[src/rtl/uart_tx_fifo.sv]
// UART transmitter with a small transmit FIFO in front of it. Frames are sent
// back to back, with no idle gap, for as long as the FIFO holds data.
module uart_tx_fifo #(
  parameter int CLOCK_FREQ = 50_000_000,
  parameter int BAUD_RATE  = 9600,
  parameter int DATA_BITS  = 8,
  parameter int PARITY     = 0,
  parameter int STOP_BITS  = 1,
  parameter int FIFO_DEPTH = 16
) (
  input  logic                          clk,
  input  logic                          reset,
  input  logic [DATA_BITS-1:0]          in_data,
  input  logic                          in_valid,
  output logic                          in_ready,
  output logic                          tx,
  output logic                          busy,
  output logic                          done,
  output logic [$clog2(FIFO_DEPTH):0]   fifo_count
);

  localparam int DIV = CLOCK_FREQ / BAUD_RATE;
  localparam int CW  = $clog2(DIV);
  localparam int PW  = $clog2(FIFO_DEPTH);
  localparam int IW  = $clog2(DATA_BITS);

  if (PARITY < 0 || PARITY > 2) begin : gBadParity
    $error("uart_tx_fifo: PARITY must be 0, 1 or 2");
  end
  if (DATA_BITS < 5 || DATA_BITS > 9) begin : gBadDataBits
    $error("uart_tx_fifo: DATA_BITS must be in 5..9");
  end
  if (STOP_BITS < 1 || STOP_BITS > 2) begin : gBadStopBits
    $error("uart_tx_fifo: STOP_BITS must be 1 or 2");
  end

  typedef enum logic [2:0] {IDLE, START, DATA, PARITY_BIT, STOP} state_t;

  logic [DATA_BITS-1:0] r_mem [FIFO_DEPTH];
  logic [PW-1:0]        r_wrPtr;
  logic [PW-1:0]        r_rdPtr;
  logic [PW:0]          r_count;

  state_t               r_state;
  logic [CW-1:0]        r_baud;
  logic [IW-1:0]        r_bitIdx;
  logic                 r_stopIdx;
  logic [DATA_BITS-1:0] r_shift;
  logic                 r_parity;
  logic                 r_tx;
  logic                 r_done;

  logic                 w_push;
  logic                 w_pop;
  logic                 w_tick;
  logic                 w_lastStop;
  logic [DATA_BITS-1:0] w_head;

  // in_ready looks only at the registered count, so a same-cycle pop never frees a slot early.
  assign in_ready   = (r_count != (PW+1)'(FIFO_DEPTH));
  assign w_push     = in_valid && in_ready;
  assign w_tick     = (r_baud == CW'(DIV - 1));
  assign w_lastStop = (r_state == STOP) && (r_stopIdx == 1'(STOP_BITS - 1));
  assign w_pop      = (r_count != '0) && ((r_state == IDLE) || (w_lastStop && w_tick));
  assign w_head     = r_mem[r_rdPtr];

  assign tx         = r_tx;
  assign done       = r_done;
  assign busy       = (r_state != IDLE) || (r_count != '0);
  assign fifo_count = r_count;

  always_ff @(posedge clk) begin
    if (w_push) r_mem[r_wrPtr] <= in_data;
  end

  always_ff @(posedge clk) begin
    if (reset) begin
      r_wrPtr <= '0;
      r_rdPtr <= '0;
      r_count <= '0;
    end else begin
      if (w_push) r_wrPtr <= r_wrPtr + 1'b1;
      if (w_pop)  r_rdPtr <= r_rdPtr + 1'b1;
      case ({w_push, w_pop})
        2'b10:   r_count <= r_count + 1'b1;
        2'b01:   r_count <= r_count - 1'b1;
        default: r_count <= r_count;
      endcase
    end
  end

  // tx is loaded with the next state's line level on each transition; done is
  // raised one cycle early so it is high during the final stop-bit cycle.
  always_ff @(posedge clk) begin
    if (reset) begin
      r_state   <= IDLE;
      r_baud    <= '0;
      r_bitIdx  <= '0;
      r_stopIdx <= 1'b0;
      r_shift   <= '0;
      r_parity  <= 1'b0;
      r_tx      <= 1'b1;
      r_done    <= 1'b0;
    end else begin
      r_done <= w_lastStop && (r_baud == CW'(DIV - 2));
      r_baud <= w_tick ? '0 : r_baud + 1'b1;
      case (r_state)
        IDLE: begin
          r_tx   <= 1'b1;
          r_baud <= '0;
          if (w_pop) begin
            r_shift  <= w_head;
            r_parity <= (PARITY == 2) ? ^w_head : ~^w_head;
            r_bitIdx <= '0;
            r_state  <= START;
            r_tx     <= 1'b0;
          end
        end
        START: begin
          if (w_tick) begin
            r_state <= DATA;
            r_tx    <= r_shift[0];
          end
        end
        DATA: begin
          if (w_tick) begin
            if (r_bitIdx == IW'(DATA_BITS - 1)) begin
              if (PARITY != 0) begin
                r_state <= PARITY_BIT;
                r_tx    <= r_parity;
              end else begin
                r_state   <= STOP;
                r_stopIdx <= 1'b0;
                r_tx      <= 1'b1;
              end
            end else begin
              r_bitIdx <= r_bitIdx + 1'b1;
              r_shift  <= r_shift >> 1;
              r_tx     <= r_shift[1];
            end
          end
        end
        PARITY_BIT: begin
          if (w_tick) begin
            r_state   <= STOP;
            r_stopIdx <= 1'b0;
            r_tx      <= 1'b1;
          end
        end
        STOP: begin
          if (w_tick) begin
            if (w_lastStop) begin
              if (w_pop) begin
                r_shift  <= w_head;
                r_parity <= (PARITY == 2) ? ^w_head : ~^w_head;
                r_bitIdx <= '0;
                r_state  <= START;
                r_tx     <= 1'b0;
              end else begin
                r_state <= IDLE;
                r_tx    <= 1'b1;
              end
            end else begin
              r_stopIdx <= 1'b1;
            end
          end
        end
        default: begin
          r_state <= IDLE;
          r_tx    <= 1'b1;
        end
      endcase
    end
  end

endmodule

[config.mk]
export PLATFORM = sky130hd
export DESIGN_NAME = uart_tx_fifo
export DESIGN_NICKNAME = d
export VERILOG_FILES = /design/src/rtl/uart_tx_fifo.sv
export SDC_FILE = /design/constraint.sdc
export NUM_CORES = 1
export LEC_CHECK = 0
export BUFFER_PORTS_ARGS = -buffer_cell sky130_fd_sc_hd__buf_2
export CELL_PAD_IN_SITES_DETAIL_PLACEMENT = 0
export CELL_PAD_IN_SITES_GLOBAL_PLACEMENT = 2
export CORE_UTILIZATION = 40
export CTS_BUF_LIST = sky130_fd_sc_hd__clkbuf_4 sky130_fd_sc_hd__clkbuf_8
export CTS_CLUSTER_SIZE = 8
export DETAILED_ROUTE_END_ITERATION = 8
export GPL_TIMING_DRIVEN = 0
export PLACE_DENSITY = 0.68
export SLEW_MARGIN = 5
export SYNTH_ARGS = -nofsm -noshare
export SYNTH_HDL_FRONTEND = slang
export SYNTH_SLANG_ARGS = --single-unit
export TNS_END_PERCENT = 1
[constraint.sdc]
create_clock -name clk -period 4.9 [get_ports clk]
set_input_delay 0.98 -clock clk [delete_from_list [all_inputs] [get_ports clk]]
set_output_delay 0.98 -clock clk [all_outputs]
set_load 0.01 [all_outputs]
==> reports/metrics.csv <==
stage;metric;value;unit
status;status;finished clean;
power_and_ir_drop;p_sw;1.16;mW
global_routing;grt_max_degree;18;
synthesis;synth_area_leaders;edfxtp_1 53%, dfxtp_1 13%, mux4_2 8.1%, nor2_1 2.7%, mux2i_1 2.4%;
min_path;worstHoldPathCells;1;
floorplanning;die_h;137;um
clock_network;cts_buffers;17;
clock_network;cts.clk_slew.worst_paths;0.10;ns
synthesis;synth_fp_nets;519;
global_routing;grt_pass1_vias;4114;
synthesis;avgSynthCellArea;14.6;um^2
power_and_ir_drop;power_leakage;2.58;nW
synthesis;yosysMostFrequentCell;edfxtp_1;
floorplanning;rows;48;
floorplanning;initial_utilization;41.4;%
power_and_ir_drop;power;3.62;mW
min_path;min_path_type;reg -> reg;
routing;vias;4023;
synthesis;ys_warn_count;0;
routing;drc;0;
synthesis;async_reset_ff_share;0;%
floorplanning;die_area;18600;um^2
timing;fmax;233;MHz
setup_path;critical_path.startpoint_type;register;
floorplanning;num_io_pins;20;
synthesis;postSynthCellCount;495;
synthesis;synth_cell_types;48;
clock_network;cts_root_buffer;clkbuf_8;
power_and_ir_drop;power_frac_comb;25.6;%
timing;drv_slew;0;
routing;drt_wl_total;15.0;mm
placed_design;hpwl;9.77;mm
timing;setup_tns;0;ns
floorplanning;core;17500;um^2
run;drv_cap;0;
global_routing;grt_pass1_wl;23.7;mm
synthesis;synth-edff-count;128;
setup_path;cp_max_fo;7;
power_and_ir_drop;seqPwrFrac;48.2;%
cells_and_area;areaGrowthSynthToFinish;10.5;%
clock_network;ctsHtreeMaxLevel;4;
synthesis;syn_area;7240;um^2
synthesis;yosys_register_bits;175;
timing;rsz0062_at_grt;false;
power_and_ir_drop;internal_power;2.46;mW
clock_network;cts_tree;done;
cells_and_area;final_cell_count_no_fill;770;
setup_path;worstPathArrival;4.64;ns
clock_network;holdBufCountCts;0;
setup_path;cp-end-kind;register;
clock_network;clk_path_buf_depth;2;
setup_path;crit_type;reg -> reg;
timing;max-slew-margin-rel;34.5;%
timing;whs;0.474;ns
timing;hold_viol;0;
synthesis;yosys.area.top_type;edfxtp_1;
setup_path;required;5.24;ns
global_routing;grt.total_usage;17.7;%
clock_network;postCtsSetupBuffers;0;
synthesis;synth.top_cell.area_share;53.1;%
routing;viasPerCell;5.22;
global_routing;antenna_found_initial;0;
timing;finalSetupViolations;0;
routing;dr.first_iter.drc_count;309;
cells_and_area;drive_gt1_share;18.2;%
synthesis;seq_area_frac_synth;66.1;%
power_and_ir_drop;p_sw_share;32.1;%
routing;drtAntennaViolNets;0;
cells_and_area;fin_area;8000;um^2
setup_path;r2r_cells;13;
power_and_ir_drop;powerDensity;452;nW/um^2
clock_network;insertion_delay;0.45;ns
timing;period_minus_slack;4.30;ns
clock_network;cts_sinks;175;
clock_network;postCtsResizedCells;0;
power_and_ir_drop;clkPwrFrac;26.1;%
cells_and_area;nets;556;
placed_design;placed_cells;738;
timing;period_share;87.8;%
placed_design;io_buffers;18;
timing;skew;0.0132;ns
synthesis;synth_commonest_cells;128 x edfxtp_1, 52 x nor2_1, 47 x dfxtp_1;
global_routing;grt_overflow;0;
routing;wl_per_cell;19.5;um
timing;tightestPinTransition;0.976;ns
synthesis;ys.flop_type;edfxtp_1;
cells_and_area;diodes;0;
routing;drt_first_pass_iters;4;
placed_design;dpl_cell_area;7630;um^2
floorplanning;dieWidth;137;um
placed_design;place.gp.congestion;0.769;
power_and_ir_drop;ir_drop;259;uV
[cell usage in the layout, fill, tap and decap left out, types with 11 or more instances in the layout]
cell type and n:
a21oi_1 20, dfxtp_1 47, ha_1 13, nor2_1 52, inv_1 11, mux4_2 26, nand2_1 20, clkbuf_1 23
edfxtp_1 128, mux2i_1 17, clkbuf_8 17, buf_2 22
[worst paths after layout]
| kind | slack (ns) | from | end |
|---|---|---|---|
| worst max register to register | 0.60 | r_baud[3] | fifo_count[4] |
| worst min-delay path | 0.47 | r_shift[3] | r_shift[3] |
| worst min register to register | 0.47 | r_shift[3] | r_shift[3] |
| worst max-delay path | 0.60 | r_baud[3] | fifo_count[4] |
[area by class of cell]
class,instances,area [um^2]
Inverter,11,41.3
Clock inverter,14,120
Tap cell,225,282
Buffer,29,121
Multi-Input combinational cell,280,2320
Clock buffer,18,241
Timing Repair Buffer,18,90.1
Sequential cell,175,4780
Fill cell,1541,9480
[metrics by stage]
stage	utilization (%)	setup slack, ns
2_1_floorplan	-	1.13
3_3_place_gp	43.5	0.265
3_5_place_dp	43.7	0.276
4_1_cts	45.7	0.222
5_1_grt	45.8	0.344
6_report	45.8	0.599
[sequential cells by signal (all words and copies together) (netlist names), named ones only]
signal      cells
r_baud         13
r_state         3
r_mem         128
r_wrPtr         4
r_bitIdx        3
r_rdPtr         4
r_stopIdx       1
done            1
tx              1
fifo_count      5
r_shift         8
[metal layers]
| layer | share of wire, % | GRT usage (%) | vias up |
|---|---|---|---|
| li1 | - | - | 1952 |
| met1 | 45 | 23.3 | 1986 |
| met2 | 50 | 29.2 | 73 |
| met3 | 3.8 | 4.07 | 12 |
| met4 | 1.5 | 5.19 | 0 |
| met5 | 0 | 0 | - |
[worst max-delay path, stage by stage, from the launching register on]
cell and delay [ns]:
dfxtp_1 0.38, or4b_4 0.57, o41ai_2 0.64, and2_1 0.21, clkbuf_1 0.39, ha_1 0.27
clkbuf_1 0.26, xor2_1 0.12, ha_1 0.22, o21a_1 0.18, o22a_1 0.20, a21oi_1 0.17
mux2i_1 0.23, mux2_2 0.35
[kinds of logic (layout without fill, tap and decap cells)]
group / count (synthesis) / in the layout / synth area share [%]
compound gates: 63 / 63 / 6.33
xor+xnor: 20 / 20 / 2.42
fa+ha+maj: 13 / 13 / 2.25
buf+inv: 40 / 90 / 2.25
flops: 175 / 175 / 66.1
mux: 51 / 51 / 11.7
simple gates: 133 / 133 / 8.99
[power groups by stage]
stage	registers (mW)	logic (mW)	clock network (mW)
after global routing	1.76	1.04	1.03
after CTS	1.75	0.944	0.975
after floorplan	1.78	0.673	0
final	1.75	0.928	0.946
after global placement	1.78	0.931	0
after detailed placement	1.78	0.938	0
Power figures use the tool's default switching activity.
